==> src/rtl/adc_framer_pkg.sv <==
// Shared tags, FSM states and header field layout for adc_burst_framer.
// ADC_OVERRANGE_COUNT_EN adds the TRAILER state for the overrange-count word.
package adc_framer_pkg;

   localparam int LANE_W = 16;

   localparam int TAG_FILL_HDR = 1;
   localparam int TAG_WF_HDR   = 2;
   localparam int TAG_DATA     = 3;
   localparam int TAG_CKSUM    = 4;
   localparam int TAG_OVR      = 5;

   localparam logic [1:0] HDR_MARK     = 2'b01;
   localparam int         HDR_MARK_LSB = 126;

   // Fill header layout
   localparam int FH_FILL_NUM_LSB  = 0;
   localparam int FH_FILL_TYPE_LSB = 24;
   localparam int FH_FLAG_BIT      = 26;
   localparam int FH_TOTAL_LSB     = 27;
   localparam int FH_NUM_WF_LSB    = 76;
   localparam int FH_CHAN_LSB      = 110;

   // Waveform header layout
   localparam int WH_BPW_LSB       = 0;
   localparam int WH_PRE_TRIG_LSB  = 11;
   localparam int WH_FILL_TYPE_LSB = 23;
   localparam int WH_FLAG_BIT      = 25;
   localparam int WH_ADDR_LSB      = 26;
   localparam int WH_WF_CNT_LSB    = 52;
   localparam int WH_CHAN_LSB      = 98;

   typedef enum logic [2:0] {
      IDLE,
      FILL_HDR,
      WF_HDR,
      DATA,
      CKSUM,
`ifdef ADC_OVERRANGE_COUNT_EN
      TRAILER,
`endif
      FIN
   } state_e;

   function automatic logic [127:0] fill_hdr(
      input logic [23:0] fill_num,
      input logic [1:0]  fill_type,
      input logic [22:0] total,
      input logic [22:0] num_wf,
      input logic [15:0] chan
   );
      logic [127:0] h;
      h = '0;
      h[FH_FILL_NUM_LSB  +: 24] = fill_num;
      h[FH_FILL_TYPE_LSB +: 2]  = fill_type;
      h[FH_FLAG_BIT]            = 1'b1;
      h[FH_TOTAL_LSB     +: 23] = total;
      h[FH_NUM_WF_LSB    +: 23] = num_wf;
      h[FH_CHAN_LSB      +: 16] = chan;
      h[HDR_MARK_LSB     +: 2]  = HDR_MARK;
      return h;
   endfunction

   function automatic logic [127:0] wf_hdr(
      input logic [10:0] bpw,
      input logic [11:0] pre_trig,
      input logic [1:0]  fill_type,
      input logic [25:0] start_addr,
      input logic [22:0] wf_cnt,
      input logic [15:0] chan
   );
      logic [127:0] h;
      h = '0;
      h[WH_BPW_LSB       +: 11] = bpw;
      h[WH_PRE_TRIG_LSB  +: 12] = pre_trig;
      h[WH_FILL_TYPE_LSB +: 2]  = fill_type;
      h[WH_FLAG_BIT]            = 1'b1;
      h[WH_ADDR_LSB      +: 26] = start_addr;
      h[WH_WF_CNT_LSB    +: 23] = wf_cnt;
      h[WH_CHAN_LSB      +: 16] = chan;
      h[HDR_MARK_LSB     +: 2]  = HDR_MARK;
      return h;
   endfunction

endpackage

==> src/rtl/adc_lane_pack.sv <==
// Packs one ADC beat into 16-bit sign-extended lanes (overrange bit dropped)
// and counts how many samples of the beat flagged overrange.
module adc_lane_pack
   import adc_framer_pkg::*;
#(
   parameter int SAMPLE_W = 12,
   parameter int SAMPLES  = 8,
   parameter int CNT_W    = $clog2(SAMPLES + 1)
) (
   input  logic [SAMPLES*(SAMPLE_W+1)-1:0] adc_dat,
   output logic [SAMPLES*LANE_W-1:0]       payload,
   output logic [CNT_W-1:0]                beat_ovr
);

   // NOTE: every variable written here gets a default first, so no path can
   // leave it unassigned and infer a latch.
   always_comb begin
      payload  = '0;
      beat_ovr = '0;
      for (int k = 0; k < SAMPLES; k++) begin
         payload[k*LANE_W +: LANE_W] =
            LANE_W'($signed(adc_dat[k*(SAMPLE_W+1)+1 +: SAMPLE_W]));
         beat_ovr = beat_ovr + CNT_W'(adc_dat[k*(SAMPLE_W+1)]);
      end
   end

endmodule

==> src/rtl/adc_burst_framer.sv <==
// Fill framer: fill header, per-waveform header + data bursts, checksum, into a
// single tagged output register. ADC_OVERRANGE_COUNT_EN appends an overrange trailer.
module adc_burst_framer
   import adc_framer_pkg::*;
#(
   parameter int SAMPLE_W = 12,
   parameter int SAMPLES  = 8,
   parameter int TAG_W    = 4
) (
   input  logic                                clk,
   input  logic                                rst,
   input  logic                                start,
   input  logic [22:0]                         num_waveforms,
   input  logic [10:0]                         bursts_per_wf,
   input  logic [11:0]                         pre_trig,
   input  logic [23:0]                         fill_num,
   input  logic [1:0]                          fill_type,
   input  logic [15:0]                         channel_tag,
   input  logic [SAMPLES*(SAMPLE_W+1)-1:0]     adc_dat,
   input  logic                                adc_valid,
   output logic                                adc_ready,
   output logic [TAG_W+SAMPLES*LANE_W-1:0]     out_dat,
   output logic                                out_valid,
   input  logic                                out_ready,
   output logic                                busy,
   output logic                                done
);

   localparam int DW    = SAMPLES * LANE_W;
   localparam int CNT_W = $clog2(SAMPLES + 1);
`ifdef ADC_OVERRANGE_COUNT_EN
   localparam logic [22:0] TOTAL_BASE = 23'd3;
`else
   localparam logic [22:0] TOTAL_BASE = 23'd2;
`endif

   state_e            state_q, state_d;
   logic [22:0]       num_wf_q, num_wf_d;
   logic [10:0]       bpw_q, bpw_d;
   logic [11:0]       pre_trig_q, pre_trig_d;
   logic [23:0]       fill_num_q, fill_num_d;
   logic [1:0]        fill_type_q, fill_type_d;
   logic [15:0]       chan_q, chan_d;
   logic [22:0]       total_q, total_d;
   logic [22:0]       wf_cnt_q, wf_cnt_d;
   logic [10:0]       burst_cnt_q, burst_cnt_d;
   logic [22:0]       adr_cnt_q, adr_cnt_d;
   logic [DW-1:0]     cksum_q, cksum_d;
   logic [TAG_W+DW-1:0] out_dat_q, out_dat_d;
   logic              out_valid_q, out_valid_d;
   logic              busy_q, busy_d;
   logic              done_q, done_d;

   logic              slot_free, last_wf, last_burst;
   logic              ld, ld_sum;
   logic [TAG_W-1:0]  ld_tag;
   logic [DW-1:0]     ld_pay;
   logic [DW-1:0]     lane_pay;

`ifdef ADC_OVERRANGE_COUNT_EN
   logic [15:0]       ovr_cnt_q, ovr_cnt_d;
   logic [CNT_W-1:0]  beat_ovr;
   logic [16:0]       ovr_sum;

   adc_lane_pack #(.SAMPLE_W(SAMPLE_W), .SAMPLES(SAMPLES), .CNT_W(CNT_W)) u_pack (
      .adc_dat  (adc_dat),
      .payload  (lane_pay),
      .beat_ovr (beat_ovr)
   );
`else
   adc_lane_pack #(.SAMPLE_W(SAMPLE_W), .SAMPLES(SAMPLES), .CNT_W(CNT_W)) u_pack (
      .adc_dat  (adc_dat),
      .payload  (lane_pay),
      .beat_ovr ()
   );
`endif

   assign slot_free  = !out_valid_q || out_ready;
   assign last_wf    = (wf_cnt_q == num_wf_q - 23'd1);
   assign last_burst = (burst_cnt_q == bpw_q - 11'd1);

   always_comb begin
      state_d     = state_q;
      num_wf_d    = num_wf_q;
      bpw_d       = bpw_q;
      pre_trig_d  = pre_trig_q;
      fill_num_d  = fill_num_q;
      fill_type_d = fill_type_q;
      chan_d      = chan_q;
      total_d     = total_q;
      wf_cnt_d    = wf_cnt_q;
      burst_cnt_d = burst_cnt_q;
      adr_cnt_d   = adr_cnt_q;
      cksum_d     = cksum_q;
      out_dat_d   = out_dat_q;
      out_valid_d = out_valid_q;
      busy_d      = busy_q;
      done_d      = 1'b0;
      adc_ready   = 1'b0;
      ld          = 1'b0;
      ld_sum      = 1'b0;
      ld_tag      = '0;
      ld_pay      = '0;
`ifdef ADC_OVERRANGE_COUNT_EN
      ovr_cnt_d   = ovr_cnt_q;
      ovr_sum     = {1'b0, ovr_cnt_q} + 17'(beat_ovr);
`endif

      case (state_q)
         IDLE: begin
            if (start) begin
               num_wf_d    = num_waveforms;
               bpw_d       = bursts_per_wf;
               pre_trig_d  = pre_trig;
               fill_num_d  = fill_num;
               fill_type_d = fill_type;
               chan_d      = channel_tag;
               total_d     = num_waveforms * (23'(bursts_per_wf) + 23'd1) + TOTAL_BASE;
               cksum_d     = '0;
               wf_cnt_d    = '0;
               burst_cnt_d = '0;
               adr_cnt_d   = '0;
`ifdef ADC_OVERRANGE_COUNT_EN
               ovr_cnt_d   = '0;
`endif
               busy_d      = 1'b1;
               state_d     = FILL_HDR;
            end
         end
         FILL_HDR: begin
            if (slot_free) begin
               ld      = 1'b1;
               ld_sum  = 1'b1;
               ld_tag  = TAG_W'(TAG_FILL_HDR);
               ld_pay  = DW'(fill_hdr(fill_num_q, fill_type_q, total_q, num_wf_q, chan_q));
               state_d = (num_wf_q != '0) ? WF_HDR : CKSUM;
            end
         end
         WF_HDR: begin
            if (slot_free) begin
               ld     = 1'b1;
               ld_sum = 1'b1;
               ld_tag = TAG_W'(TAG_WF_HDR);
               ld_pay = DW'(wf_hdr(bpw_q, pre_trig_q, fill_type_q, {adr_cnt_q, 3'b000},
                                   wf_cnt_q, chan_q));
               if (bpw_q != '0) begin
                  burst_cnt_d = '0;
                  state_d     = DATA;
               end else if (last_wf) begin
                  state_d = CKSUM;
               end else begin
                  wf_cnt_d = wf_cnt_q + 23'd1;
               end
            end
         end
         DATA: begin
            adc_ready = slot_free;
            if (adc_valid && slot_free) begin
               ld     = 1'b1;
               ld_sum = 1'b1;
               ld_tag = TAG_W'(TAG_DATA);
               ld_pay = lane_pay;
`ifdef ADC_OVERRANGE_COUNT_EN
               ovr_cnt_d = ovr_sum[16] ? 16'hFFFF : ovr_sum[15:0];
`endif
               if (last_burst) begin
                  burst_cnt_d = '0;
                  if (last_wf) begin
                     state_d = CKSUM;
                  end else begin
                     wf_cnt_d = wf_cnt_q + 23'd1;
                     state_d  = WF_HDR;
                  end
               end else begin
                  burst_cnt_d = burst_cnt_q + 11'd1;
               end
            end
         end
         CKSUM: begin
            if (slot_free) begin
               ld     = 1'b1;
               ld_tag = TAG_W'(TAG_CKSUM);
               ld_pay = cksum_q;
`ifdef ADC_OVERRANGE_COUNT_EN
               state_d = TRAILER;
`else
               state_d = FIN;
`endif
            end
         end
`ifdef ADC_OVERRANGE_COUNT_EN
         TRAILER: begin
            // slot_free here means the checksum word is leaving this cycle.
            if (slot_free) begin
               ld      = 1'b1;
               ld_tag  = TAG_W'(TAG_OVR);
               ld_pay  = DW'(ovr_cnt_q);
               state_d = FIN;
            end
         end
`endif
         FIN: begin
            if (out_valid_q && out_ready) begin
               done_d  = 1'b1;
               busy_d  = 1'b0;
               state_d = IDLE;
            end
         end
         default: state_d = IDLE;
      endcase

      if (ld) begin
         out_dat_d   = {ld_tag, ld_pay};
         out_valid_d = 1'b1;
         adr_cnt_d   = adr_cnt_q + 23'd1;
      end else if (out_ready) begin
         out_valid_d = 1'b0;
      end
      if (ld_sum) begin
         cksum_d = cksum_q ^ ld_pay;
      end
   end

   // NOTE: sequential state uses non-blocking assignments so every flop
   // samples its pre-edge inputs regardless of statement order.
   always_ff @(posedge clk) begin
      if (rst) begin
         state_q     <= IDLE;
         num_wf_q    <= '0;
         bpw_q       <= '0;
         pre_trig_q  <= '0;
         fill_num_q  <= '0;
         fill_type_q <= '0;
         chan_q      <= '0;
         total_q     <= '0;
         wf_cnt_q    <= '0;
         burst_cnt_q <= '0;
         adr_cnt_q   <= '0;
         cksum_q     <= '0;
         out_dat_q   <= '0;
         out_valid_q <= 1'b0;
         busy_q      <= 1'b0;
         done_q      <= 1'b0;
`ifdef ADC_OVERRANGE_COUNT_EN
         ovr_cnt_q   <= '0;
`endif
      end else begin
         state_q     <= state_d;
         num_wf_q    <= num_wf_d;
         bpw_q       <= bpw_d;
         pre_trig_q  <= pre_trig_d;
         fill_num_q  <= fill_num_d;
         fill_type_q <= fill_type_d;
         chan_q      <= chan_d;
         total_q     <= total_d;
         wf_cnt_q    <= wf_cnt_d;
         burst_cnt_q <= burst_cnt_d;
         adr_cnt_q   <= adr_cnt_d;
         cksum_q     <= cksum_d;
         out_dat_q   <= out_dat_d;
         out_valid_q <= out_valid_d;
         busy_q      <= busy_d;
         done_q      <= done_d;
`ifdef ADC_OVERRANGE_COUNT_EN
         ovr_cnt_q   <= ovr_cnt_d;
`endif
      end
   end

   assign out_dat   = out_dat_q;
   assign out_valid = out_valid_q;
   assign busy      = busy_q;
   assign done      = done_q;

endmodule

==> config.mk <==
export PLATFORM = sky130hd
export DESIGN_NAME = adc_burst_framer
export DESIGN_NICKNAME = d
export VERILOG_FILES = /design/src/rtl/adc_framer_pkg.sv /design/src/rtl/adc_lane_pack.sv /design/src/rtl/adc_burst_framer.sv
export SDC_FILE = /design/constraint.sdc
export NUM_CORES = 1
export LEC_CHECK = 0
export ABC_AREA = 1
export CELL_PAD_IN_SITES_DETAIL_PLACEMENT = 2
export CELL_PAD_IN_SITES_GLOBAL_PLACEMENT = 2
export CORE_MARGIN = 2
export CORE_UTILIZATION = 35
export DETAILED_ROUTE_END_ITERATION = 12
export GPL_TIMING_DRIVEN = 0
export PLACE_DENSITY = 0.85
export SLEW_MARGIN = 30
export SYNTH_ARGS = -nofsm -noshare
export SYNTH_HDL_FRONTEND = slang
export SYNTH_SLANG_ARGS = --single-unit
==> constraint.sdc <==
create_clock -name clk -period 16.05 [get_ports clk]
set_input_delay 3.21 -clock clk [delete_from_list [all_inputs] [get_ports clk]]
set_output_delay 3.21 -clock clk [all_outputs]
set_load 0.02 [all_outputs]
==> out/qor.yml, run 1 <==
run_status:
  status: "complete, no violations"
timing:
  grt_setup_unrepaired: "false"
  tightestPinTransition_ns: 1.07
  holdWs_ns: 0.460
  setup_viol: 0
  fin_setup_tns_ns: 0
  max_freq_ghz: 0.101
  slew_headroom_pct: 28.6
  postLayoutSetupSlackWorst_ns: 6.17
  period_share_pct: 61.6
  slew_violations: 0
  period_needed_ns: 9.88
  finClkSkew_ns: 0.0398
  finalHoldViolCount: 0
clocking:
  cts_buffers: 50
  clkTransAtPathRegs_ns: 0.06
  postCtsHoldBufs: 0
  cts_tree: "built"
  clock-sinks: 433
  postCtsSetupBuffers: 0
  ctsLongestPathBuffers: 3
  htreeDepth: 2
  root_buffer: "clkbuf_16"
  clk_latency_ns: 0.63
  ctsResizeCount: 0
worst_setup_path:
  end_kind: "flop"
  endpoint: "total_q[17]"
  rr_startpoint: "bpw_q[0]"
  ff2ff_setup_slack_ns: 12.56
  critical_path_arrival_ns: 10.40
  r2r_end: "wf_cnt_q[22]"
  crit_fanout: 10
  crit_slowest_cell: "fa_1"
  path_class: "primary input to flop"
  cp-startpoint: "bursts_per_wf[0]"
  worstRegToRegCells: 13
  crit_required_ns: 16.57
  cp-start-kind: "primary input"
  cpMostUsedCell: "nand2_1"
  slowest_delay_ns: 0.57
synthesis:
  synth_area_per_cell_um2: 7.25
  ys_seq_area_share_pct: 32.4
  postSynthCellCount: 3683
  synth_compound_area_share_pct: 20.2
  yosys.area_share.xor_xnor_pct: 2.22
  ys_warn_count: 0
  yosys.area_share.simple_pct: 20.7
  synth_mux_area_share_pct: 0
  synth.cell_area_um2: 26700
  synth_edf_count: 0
  ys_types: 53
  synth_fa_ha_area_share_pct: 13.5
  ys_ff_latch: 433
  synth_ff_type: "dfxtp_1"
  syn_nets: 4078
  synth_top_family_by_area: "simple AND/OR/NAND/NOR gates"
  synthArstFlopShare_pct: 0
cells_and_area:
  final_layout_size_suffix_gt1_share_pct: 4.02
  fin_area_um2: 32800
  areaGrowthSynthToFinish_pct: 22.7
  nNetsFinal: 4440
grt:
  grtUsageTotal_pct: 33.1
  grt_pass1_wl_mm: 197
  antenna_found_initial: 7
  overflow: 0
  grt_pass1_vias: 31535
  grt_start_max_net_pins: 14
placed_design:
  dp_slack_ns: 5.70
  place_area_um2: 31000
  place.gp.congestion: 0.879
  port_buffers: 310
  dpl.hpwl_mm: 102
die:
  ios: 333
  core-area_um2: 75700
  die_h_um: 280
  start_util_pct: 35.3
  core.rowCount: 101
  die_w_um: 280
  design.die.area_um2: 78600
power:
  p_leak_nw: 13.3
  p_per_area_nw_per_um2: 183
  vdd_drop_max_mv: 0.102
  power.total_mw: 5.99
routing:
  drt_iter0_drc: 1881
  drc: 0
  drt_first_pass_iters: 7
  vias: 28796
  ant_nets: 0
  finalWirelength_mm: 132
  routed_via_density: 5.69
  wire_per_inst_um: 26.1
worst_hold_path:
  hp-class: "flop to flop"
flow_run:
  maxCapViolCount: 0
sequential cells by signal (all words and copies together), names as in the netlist, 2 cells and up:
register	cells
adr_cnt_q	23
pre_trig_q	12
fill_type_q	2
out_dat	131
burst_cnt_q	11
wf_cnt_q	23
state_q	3
total_q	23
fill_num_q	24
bpw_q	11
num_wf_q	23
chan_q	16
cksum_q	128
cells in the mapped netlist (all sizes together), types with 10 or more instances:
master	instances	area [µm²]
nor3	72	360
nand4	37	238
clkbuf	146	549
xnor2	22	193
a211oi	120	901
a221oi	71	622
a21oi	396	1990
buf	62	304
a311oi	35	307
o21ai	138	691
xor2	43	377
nand3	116	586
a22oi	46	345
nor2	406	1560
o22ai	37	231
ha	49	613
fa	149	2980
inv	544	2040
dfxtp	433	8670
nand2	676	2560
a21boi	10	75.1
nand3b	11	82.6
critical path: cells and delay by family:
| kind | cells | cell delay (ns) |
|---|---|---|
| AND/OR/NAND/NOR | 11 | 1.50 |
| adder cells (fa/ha/maj) | 6 | 2.92 |
| buffers and inverters | 11 | 2.00 |
| AO/OA/AOI/OAI | 4 | 0.77 |
final cells by class:
type / instances / area, µm²
clock buffers: 75 / 1530
diodes: 2 / 5.00
well taps: 978 / 1220
repair buffers: 310 / 3100
multi-input cells: 2489 / 15100
clock inverters: 14 / 206
flip-flops and latches: 433 / 8670
fillers: 8732 / 42900
inverters: 553 / 2080
plain buffers: 208 / 857
worst min path at each step:
stage	from	end	cells past startpoint
after floorplan	fill_num_q[0]	fill_num_q[0]	2
after global placement	fill_num_q[17]	fill_num_q[17]	2
after detailed placement	fill_num_q[2]	fill_num_q[2]	2
after CTS	fill_num_q[6]	fill_num_q[6]	2
after global routing	fill_num_q[6]	fill_num_q[6]	2
final	fill_num_q[4]	fill_num_q[4]	2
routing by layer:
metal	wire length, µm	share of wire (%)	global-route usage, %	vias to the layer above
li1	-	-	-	12856
met1	54400	41	40.7	14695
met2	64700	49	57.8	931
met3	6680	5.1	4.18	308
met4	6130	4.6	14.6	6
met5	41	0.031	0	-
through the flow:
stage	std cells	util, %
6_report	5062	43.3
5_1_grt	5061	43.3
4_1_cts	5060	43.3
3_5_place_dp	4971	41.0
3_3_place_gp	4971	41.0
2_1_floorplan	3683	-
report_power, final:
part | internal [mW] | switching [mW]
registers | 1.25 | 0.134
logic | 0.997 | 2.37
clock network | 0.721 | 0.513
cell families (layout without fill, tap and decap cells):
| kind of cell | Yosys count | after routing |
|---|---|---|
| XOR/XNOR | 66 | 66 |
| AND/OR/NAND/NOR | 1338 | 1338 |
| flip-flops | 433 | 433 |
| AO/OA/AOI/OAI | 886 | 886 |
| adder cells (fa/ha/maj) | 198 | 198 |
| other | 1 | 3 |
| buffers and inverters | 761 | 1160 |
layout by cell type, fill, tap and decap left out, types with 5 or more instances in the layout:
cell and n:
nand3_1 115, fa_1 149, nand2_1 669, ha_1 49
clkbuf_1 151, nor4_1 9, nor2_2 10, o21ai_0 134
clkinv_1 9, dfxtp_1 433, o21bai_1 5, nand2_2 6
a311oi_1 35, a22oi_1 46, nor2_1 394, clkinv_2 6
a221oi_1 71, xor2_1 43, clkdlybuf4s50_1 310, a31oi_1 9
nand3b_1 11, a21oi_1 395, buf_1 17, clkbuf_8 14
o211ai_1 7, clkbuf_16 52, o22ai_1 37, buf_2 42
a21boi_0 10, inv_2 10, nand4_1 36, nor3_1 72
a211oi_1 120, xnor2_1 22, inv_1 534, nor3b_1 6
(Power assumes the default switching activity.)
==> inputs of run 2 (changes only) <==
Settings changed: CORE_UTILIZATION 35 to 32, PLACE_DENSITY 0.85 to 0.78.
Clock period 16.05 ns to 9.34 ns, I/O delays scaled along.
==> out/qor.yml, run 2 (synthesis gave the netlist of run 1 again) <==
run_status:
  status: "complete, no violations"
flow_run:
  maxCapViolCount: 0  # unchanged
clocking:
  postCtsSetupBuffers: 0  # unchanged
  clock-sinks: 433  # unchanged
  root_buffer: "clkbuf_16"
  clkTransAtPathRegs_ns: 0.06  # about the same
  ctsLongestPathBuffers: 3  # unchanged
  htreeDepth: 2  # unchanged
  cts_buffers: 52  # +4.0%
  ctsResizeCount: 0  # unchanged
  cts_tree: "built"
  postCtsHoldBufs: 0  # unchanged
  clk_latency_ns: 0.63  # about the same
timing:
  period_share_pct: 90.8
  postLayoutSetupSlackWorst_ns: 0.859  # -5.31 ns
  slew_headroom_pct: 28.9  # +0.29 points
  period_needed_ns: 8.48
  slew_violations: 0  # unchanged
  grt_setup_unrepaired: "false"
  tightestPinTransition_ns: 1.07  # -0.00433 ns
  max_freq_ghz: 0.118
  finClkSkew_ns: 0.0438  # +0.00396 ns
  finalHoldViolCount: 0  # unchanged
  fin_setup_tns_ns: 0  # unchanged
  setup_viol: 0  # unchanged
die:
  core-area_um2: 82400  # +8.8%
  design.die.area_um2: 85800  # +9.2%
  start_util_pct: 32.4  # -2.9 points
  die_h_um: 293  # +4.5%
  ios: 333  # unchanged
  die_w_um: 293  # +4.5%
  core.rowCount: 105  # +4.0%
power:
  p_int_mw: 5.05  # +70%
  power_frac_comb_pct: 55.4  # -0.9 points
  vdd_drop_max_mv: 0.159  # +55%
  pwr-share-clk_pct: 21.1  # +0.5 points
  p_per_area_nw_per_um2: 306  # +68%
  p_leak_nw: 13.3  # +0.21%
  seq_power_share_pct: 23.5  # +0.4 points
  switching_share_pct: 49.9  # -0.53 points
  power.switching_mw: 5.03  # +67%
placed_design:
  dpl.hpwl_mm: 101  # -1.1%
  dp_slack_ns: 0.211  # -5.48 ns
  port_buffers: 310  # unchanged
  place_area_um2: 31200  # +0.38%
  place.gp.congestion: 0.890  # +1.2%
worst_setup_path:
  r2r_end: "out_dat[112]"
  end_kind: "flop"
  cpMostUsedCell: "nand2_1"
  path_class: "primary input to flop"
  rr_startpoint: "state_q[1]"
  crit_slowest_cell: "fa_1"
  path_buf_inv: 10  # -1
  worstRegToRegCells: 12  # -1
  slowest_delay_ns: 0.57  # about the same
  crit_fanout: 10  # unchanged
  crit_required_ns: 9.84  # -6.73 ns
  cp-startpoint: "bursts_per_wf[0]"
  cp-start-kind: "primary input"
  critical_path.top_delay_family: "adder cells"
  path_depth: 32  # unchanged
  ff2ff_setup_slack_ns: 5.86  # -6.70 ns
  critical_path_arrival_ns: 8.98  # -1.42 ns
  endpoint: "total_q[17]"
cells_and_area:
  areaGrowthSynthToFinish_pct: 23.3
  largest_register_ffs: 131  # unchanged
  fin_area_um2: 32900  # +0.47%
  final_cell_mix: "669 x nand2_1, 534 x inv_1, 433 x dfxtp_1"
  final_layout_size_suffix_gt1_share_pct: 4.33  # +0.31 points
  layout_commonest_cell: "nand2_1"
  nNetsFinal: 4442  # +0.045%
  fillCellCount: 9647  # +10%
grt:
  grtUsageTotal_pct: 29.4  # -3.7 points
  grt_start_max_net_pins: 16  # +2
  grt_pass1_vias: 30137  # -4.4%
  antenna_found_initial: 10  # +3
  overflow: 0  # unchanged
  grt_pass1_wl_mm: 191  # -3.0%
routing:
  drt_iter0_drc: 1527  # -19%
  finalWirelength_mm: 128  # -3.3%
  routed_via_density: 5.42  # -4.7%
  drt_first_pass_iters: 5  # -2
  ant_nets: 0  # unchanged
  vias: 28028  # -2.7%
  wire_per_inst_um: 24.7  # -5.3%
  drc: 0  # unchanged
worst_hold_path:
  hp-class: "flop to flop"
[run 2: cell count changes in the layout (fill, tap and decap cells not counted)]
cell,change
diode_2,+6
bufinv_16,-1
clkinvlp_4,+2
clkbuf_2,+3
clkinv_2,+11
inv_16,+1
clkbuf_1,-3
clkinv_4,-1
buf_1,-1
clkbuf_8,-2
[run 2: worst min-delay path by stage]
stage / endpoint / depth (start not counted) / slack [ns] / start
3_3_place_gp: fill_num_q[8] / 2 / 0.44 / fill_num_q[8]
2_1_floorplan: fill_num_q[0] / 2 / 0.43 / fill_num_q[0]
6_report: fill_num_q[2] / 2 / 0.45 / fill_num_q[2]
3_5_place_dp: fill_num_q[3] / 2 / 0.45 / fill_num_q[3]
5_1_grt: out_dat[10] / 2 / 0.48 / out_dat[10]
4_1_cts: fill_num_q[3] / 2 / 0.46 / fill_num_q[3]
[run 2: final cells by class]
type	count	area [µm²]	share of cell area (%)
buffer	208	861	2.61
tap	1070	1340	4.06
clock inverter	26	258	0.782
timing repair buffer	310	3100	9.42
multi-input combinational	2489	15100	45.9
antenna	8	20.0	0.0608
clock buffer	72	1500	4.54
inverter	553	2080	6.30
sequential	433	8670	26.3
[run 2: per-stage QoR]
| step | hold slack, ns | utilization (%) | cells | power, mW |
|---|---|---|---|---|
| detailed placement | 0.449 | 37.8 | 5063 | 7.95 |
| finish | 0.454 | 40.0 | 5169 | 10.1 |
| global placement | 0.440 | 37.8 | 5063 | 7.77 |
| floorplan | 0.430 | - | 3683 | 5.72 |
| global route | 0.482 | 40.0 | 5164 | 10.8 |
| CTS | 0.458 | 40.0 | 5161 | 10.1 |
[run 2: worst min-delay path: stages (launching register included)]
cell and delay [ns]:
dfxtp_1 0.30, inv_1 0.06, a21oi_1 0.05
[run 2: per-layer routing]
metal  part of all wire (%)  track usage (%)  wire [µm]
met1                     44             37.4      55600
met2                     49             51.6      62700
met3                    4.1             3.34       5240
met4                    3.2             9.33       4090
met5                 0.0094                0         12
[run 2: power groups by stage]
stage	clock network, mW	logic [mW]	registers [mW]
2_1_floorplan	0	3.28	2.44
3_3_place_gp	0	5.38	2.39
3_5_place_dp	0	5.55	2.40
4_1_cts	2.15	5.59	2.37
5_1_grt	2.23	6.15	2.40
6_report	2.12	5.59	2.37
